**config.mk**
```make
export PLATFORM = sky130hd
export DESIGN_NAME = sys_time_sync
export DESIGN_NICKNAME = d
export VERILOG_FILES = /design/src/rtl/sys_time_sync.sv
export SDC_FILE = /design/constraint.sdc
export NUM_CORES = 1
export LEC_CHECK = 0
export BUFFER_PORTS_ARGS = -buffer_cell sky130_fd_sc_hd__buf_2
export CORE_UTILIZATION = 30
export DETAILED_ROUTE_END_ITERATION = 12
export SETUP_SLACK_MARGIN = 0.15
export SKIP_CTS_REPAIR_TIMING = 1
export SLEW_MARGIN = 20
export SYNTH_ARGS = -nofsm -noshare
export SYNTH_HDL_FRONTEND = slang
export SYNTH_SLANG_ARGS = --single-unit
```
**constraint.sdc**
```tcl
create_clock -name CLK -period 4.1 [get_ports CLK]
set_clock_uncertainty 0.2 [all_clocks]
set_input_delay 0.205 -clock CLK [delete_from_list [all_inputs] [get_ports CLK]]
set_output_delay 0.205 -clock CLK [all_outputs]
set_load 0.05 [all_outputs]
```
**src/rtl/sys_time_sync.sv**
```systemverilog
// sys_time_sync: free-running 64-bit system time in 20.48 MHz ticks.
// Converts the controller's next-SYNC0 time from ns to ticks and loads the
// counter with that value (plus synchronizer latency) on the next SYNC0 edge.
//
// Ports:
//   CLK            20.48 MHz system clock
//   RST_N          asynchronous active-low reset
//   ECAT_SYNC_TIME absolute ns time of the next SYNC0 event, valid with SYNC_SET
//   SYNC_SET       single-cycle resynchronization request
//   ECAT_SYNC      raw SYNC0 pin from the ESC, asynchronous to CLK
//   SYS_TIME       system time in ticks
//   SYNCED         high once the first load has happened
//   BUSY           high while converting or armed
module sys_time_sync #(
  parameter int unsigned SYNC_LATENCY = 3,
  parameter int unsigned DIVISOR      = 3125
) (
  input  logic        CLK,
  input  logic        RST_N,
  input  logic [63:0] ECAT_SYNC_TIME,
  input  logic        SYNC_SET,
  input  logic        ECAT_SYNC,
  output logic [63:0] SYS_TIME,
  output logic        SYNCED,
  output logic        BUSY
);

  localparam int unsigned TIME_W     = 64;
  localparam int unsigned DIVIDEND_W = 70;
  localparam int unsigned REM_W      = 13;
  localparam int unsigned CNT_W      = 7;
  localparam int unsigned LAST_ITER  = DIVIDEND_W - 1;

  typedef enum logic [1:0] {
    ST_IDLE  = 2'd0,
    ST_DIV   = 2'd1,
    ST_ARMED = 2'd2
  } state_t;

  state_t state, state_nxt;

  logic                  sync_s1, sync_s2, sync_s3;
  logic                  sync_rise;

  logic [DIVIDEND_W-1:0] dividend;
  logic [REM_W-1:0]      rem;
  logic [TIME_W-1:0]     quo;
  logic [CNT_W-1:0]      iter_cnt;
  logic [TIME_W-1:0]     load_val;

  logic [REM_W:0]        trial;
  logic                  q_bit;
  logic [REM_W-1:0]      rem_nxt;
  logic [TIME_W-1:0]     quo_nxt;
  logic                  last_iter;

  logic                  div_start;
  logic                  div_step;
  logic                  load_latch;
  logic                  time_load;

  // SYNC0 synchronizer plus edge register
  always_ff @(posedge CLK or negedge RST_N) begin
    if (!RST_N) begin
      sync_s1 <= 1'b0;
      sync_s2 <= 1'b0;
      sync_s3 <= 1'b0;
    end else begin
      sync_s1 <= ECAT_SYNC;
      sync_s2 <= sync_s1;
      sync_s3 <= sync_s2;
    end
  end

  assign sync_rise = sync_s2 & ~sync_s3;

  // One restoring-division step: shift in the next dividend bit and subtract if it fits
  always_comb begin
    trial     = {rem, dividend[DIVIDEND_W-1]};
    q_bit     = (trial >= (REM_W+1)'(DIVISOR));
    rem_nxt   = q_bit ? REM_W'(trial - (REM_W+1)'(DIVISOR)) : REM_W'(trial);
    // Quotient upper bits are always zero, so truncating to 64 bits is lossless
    quo_nxt   = TIME_W'({quo, q_bit});
    last_iter = (iter_cnt == CNT_W'(LAST_ITER));
  end

  // State register
  always_ff @(posedge CLK or negedge RST_N) begin
    if (!RST_N) begin
      state <= ST_IDLE;
    end else begin
      state <= state_nxt;
    end
  end

  // Next-state logic; a new request always restarts the conversion
  always_comb begin
    state_nxt = state;
    case (state)
      ST_IDLE: begin
        if (SYNC_SET) state_nxt = ST_DIV;
      end
      ST_DIV: begin
        if (SYNC_SET)       state_nxt = ST_DIV;
        else if (last_iter) state_nxt = ST_ARMED;
      end
      ST_ARMED: begin
        if (SYNC_SET)       state_nxt = ST_DIV;
        else if (sync_rise) state_nxt = ST_IDLE;
      end
      default: state_nxt = ST_IDLE;
    endcase
  end

  // Control strobes; SYNC_SET takes priority over iteration and loading
  always_comb begin
    div_start  = 1'b0;
    div_step   = 1'b0;
    load_latch = 1'b0;
    time_load  = 1'b0;
    case (state)
      ST_IDLE: begin
        div_start = SYNC_SET;
      end
      ST_DIV: begin
        div_start  = SYNC_SET;
        div_step   = ~SYNC_SET;
        load_latch = ~SYNC_SET & last_iter;
      end
      ST_ARMED: begin
        div_start = SYNC_SET;
        time_load = ~SYNC_SET & sync_rise;
      end
      default: ;
    endcase
  end

  // Divider datapath and armed load value
  always_ff @(posedge CLK or negedge RST_N) begin
    if (!RST_N) begin
      dividend <= '0;
      rem      <= '0;
      quo      <= '0;
      iter_cnt <= '0;
      load_val <= '0;
    end else begin
      if (div_start) begin
        dividend <= {ECAT_SYNC_TIME, 6'b0};
        rem      <= '0;
        quo      <= '0;
        iter_cnt <= '0;
      end else if (div_step) begin
        dividend <= {dividend[DIVIDEND_W-2:0], 1'b0};
        rem      <= rem_nxt;
        quo      <= quo_nxt;
        iter_cnt <= iter_cnt + CNT_W'(1);
      end
      if (load_latch) begin
        load_val <= quo_nxt + TIME_W'(SYNC_LATENCY);
      end
    end
  end

  // System time counter and status outputs
  always_ff @(posedge CLK or negedge RST_N) begin
    if (!RST_N) begin
      SYS_TIME <= '0;
      SYNCED   <= 1'b0;
      BUSY     <= 1'b0;
    end else begin
      SYS_TIME <= time_load ? load_val : SYS_TIME + TIME_W'(1);
      SYNCED   <= SYNCED | time_load;
      BUSY     <= (state_nxt != ST_IDLE);
    end
  end

endmodule

```
==> reports/results.tsv <==
stage	metric	value	unit
outcome	status	complete, no violations	
clocking	CTS tree	done	
placement	post-DP HPWL	22600	um
floorplanning	Die X	219	um
yosys	Synth Flop Type	dfrtp_1	
yosys	post-synthesis average cell area	9.93	um2
sta	endpoints failing setup	0	
grt	vias in the first global route	11100	
worst_hold_path	HP Class	primary input to async pin	
final_layout	Post-Layout Cell Count	2220	
yosys	Post-synth EDFFs	0	
detailed_routing	routed via count	11500	
sta	Final Hold Vio Count	0	
clocking	clock-pin slew on the worst setup and hold paths	0.06	ns
yosys	syn nets	1496	
sta	Tcrit/Tclk final	78.0	%
grt	initial antenna violation count	3	
job	number of max-cap violations	0	
clocking	clk_lat worst skew	0.53	ns
final_layout	commonest non-fill, non-tap cell in the layout	dfrtp_1	
detailed_routing	Detail Route Antenna Nets	0	
setup_path	CP Class	flip-flop to flip-flop	
floorplanning	core outline area	46500	um2
setup_path	Worst Setup End Kind	flip-flop	
grt	GRT Total Usage	14.6	%
yosys	Syn Inst Count	1422	
sta	Setup TNS	0	ns
floorplanning	row count	79	
power_and_ir_drop	Pwr Total	0.00692	W
sta	Pins Over Slew Limit	0	
final_layout	Fillers	4651	
setup_path	crit path launch type	flip-flop	
power_and_ir_drop	power density over cell area	402	nW/um2
clocking	Clock Tree Buf Depth	3	
sta	Tmin final	3.20	ns
yosys	yosys warns	0	
yosys	post-synth cell types	50	
final_layout	Post-Layout Inst Area	17200	um2
setup_path	Critical Path RT	4.35	ns
detailed_routing	Remaining DRCs	0	
placement	placed insts	2088	
detailed_routing	vias per cell	5.18	
power_and_ir_drop	maximum vdd drop	0.443	mV
power_and_ir_drop	leakage	7.03	nW
placement	Buffers on Ports	133	
yosys	post-synth top area cell	dfrtp_1	
floorplanning	Die H	219	um
sta	worst rel slew slack	38.3	%
grt	first-pass GRT wire length	58200	um
clocking	Clock Tree Root	clkbuf_16	
detailed_routing	total routed wirelength	35300	um
grt	grt ovf	0	
yosys	top cells by area, synth	dfrtp_1, xor2_1, o22ai_1	
setup_path	Critical-path top delay cell	dfrtp_1	
clocking	clock sinks	282	
detailed_routing	TritonRoute pass-1 iters	5	
yosys	share of the synthesized area in the top cell type	50.0	%
clocking	cts bufs inserted	34	
yosys	sequential area share after synthesis	50.0	%
yosys	Post-Syn Area	14100	um2
yosys	Async SR Flop Fraction	100	%
grt	pin count of the biggest net entering global routing	109	
placement	GPL Wtd Cong	0.804	
sta	WHS	0.0937	ns
setup_path	max incr delay on CP	0.40	ns
setup_path	Worst Path Arrival	3.45	ns
yosys	Seq cells post-synth	282	
final_layout	layout cell share with drive strength beyond 1	19.1	%
detailed_routing	DRT iter0 DRCs	834	
setup_path	crit-path cells	inv_1 > ha_1 > nor3b_1 > o21ai_0 > a311oi_2 > ha_1 > nor3_2 > buf_4 > and3_1 > buf_4 > nand3_1 > or3_1 > a31oi_1	
final_layout	most frequent cells in the layout	dfrtp_1, nand2_1, buf_2, o22ai_1, o21ai_0	
final_layout	Syn-to-layout area delta	22.1	%
sta	RSZ-0062 raised after global routing	false	
clocking	H-Tree Level Count	2	
sta	Fmax achieved	313	MHz
setup_path	CP Max Fanout	7	
floorplanning	io pins	134	
floorplanning	die area	47900	um2
sta	Tightest Pin Transition	0.902	ns
detailed_routing	wire length per cell	15.9	um
placement	area post-placement	15400	um2
floorplanning	initial core utilization	30.4	%
final_layout	Post-layout nets	1659	
[synthesized netlist by cell type (8+ instances only)]
library cell / number
a21oi_1: 70
nand3_1: 44
inv_1: 12
and3_1: 31
and4_1: 13
buf_2: 11
xor2_1: 95
buf_1: 13
dfrtp_1: 282
nand2_1: 171
or3_1: 8
o21ai_1: 40
xnor2_1: 39
nor2_1: 32
clkbuf_1: 78
nand4_1: 51
mux2_2: 69
o22ai_1: 131
a22o_1: 62
o21ai_0: 99
[critical path, delay by kind of cell (launching register included)]
family                     cells  cell delay (ns)
AOI/OAI and AO/OA              3             0.54
adders and majority gates      2             0.50
DFF                            1             0.40
buffers and inverters          3             0.44
and+or+nand+nor                5             1.05
[final timing paths]
| kind | from | cells after the start | slack [ns] | end |
|---|---|---|---|---|
| setup / recovery | dividend[69] | 13 | 0.90 | load_val[60] |
| max in group asynchronous | RST_N | 3 | 2.54 | SYS_TIME[15] |
| hold / removal | RST_N | 2 | 0.09 | dividend[54] |
| hold reg to reg | sync_s1 | 0 | 0.15 | sync_s2 |
| min in group CLK | sync_s1 | 0 | 0.15 | sync_s2 |
| setup reg to reg | dividend[69] | 13 | 0.90 | load_val[60] |
[final cells by class]
| type | count | area, um2 | area share [%] |
|---|---|---|---|
| flip-flops and latches | 282 | 7060 | 41.0 |
| multi-input cells | 1023 | 6640 | 38.5 |
| diodes | 3 | 7.51 | 0.0435 |
| clock buffers | 52 | 980 | 5.68 |
| clock inverters | 9 | 121 | 0.704 |
| repair buffers | 232 | 1630 | 9.44 |
| inverters | 12 | 45.0 | 0.261 |
| well taps | 607 | 759 | 4.41 |
[power breakdown]
part           switching (W)  internal [W]
registers           0.000148       0.00292
logic               0.000554      0.000313
clock network        0.00120       0.00179
[layer usage]
metal | track usage [%] | wire [um]
met1 | 20.2 | 17100
met2 | 22.0 | 15700
met3 | 4.41 | 1820
met4 | 3.96 | 748
met5 | 0 | 0
[logic make-up after synthesis]
| family | synth area share, % |
|---|---|
| flip-flops | 50.0 |
| multiplexers | 5.50 |
| AO/OA/AOI/OAI | 17.8 |
| buffers and inverters | 3.29 |
| AND/OR/NAND/NOR | 14.6 |
| adder cells (fa/ha/maj) | 0.532 |
| XOR/XNOR | 8.31 |
[stage by stage]
stage	worst slack (ns)	utilization, %
floorplan	0.875	-
global placement	0.995	33.3
detailed placement	0.901	33.3
CTS	0.919	35.6
global route	0.703	37.1
finish	0.901	37.1
[sequential cells by signal, indices dropped and copies added (netlist names), 2 cells and up]
register,count
iter_cnt,7
SYS_TIME,64
rem,13
load_val,64
dividend,64
state,2
quo,63
No activity file was read; power rests on OpenSTA's default activity.
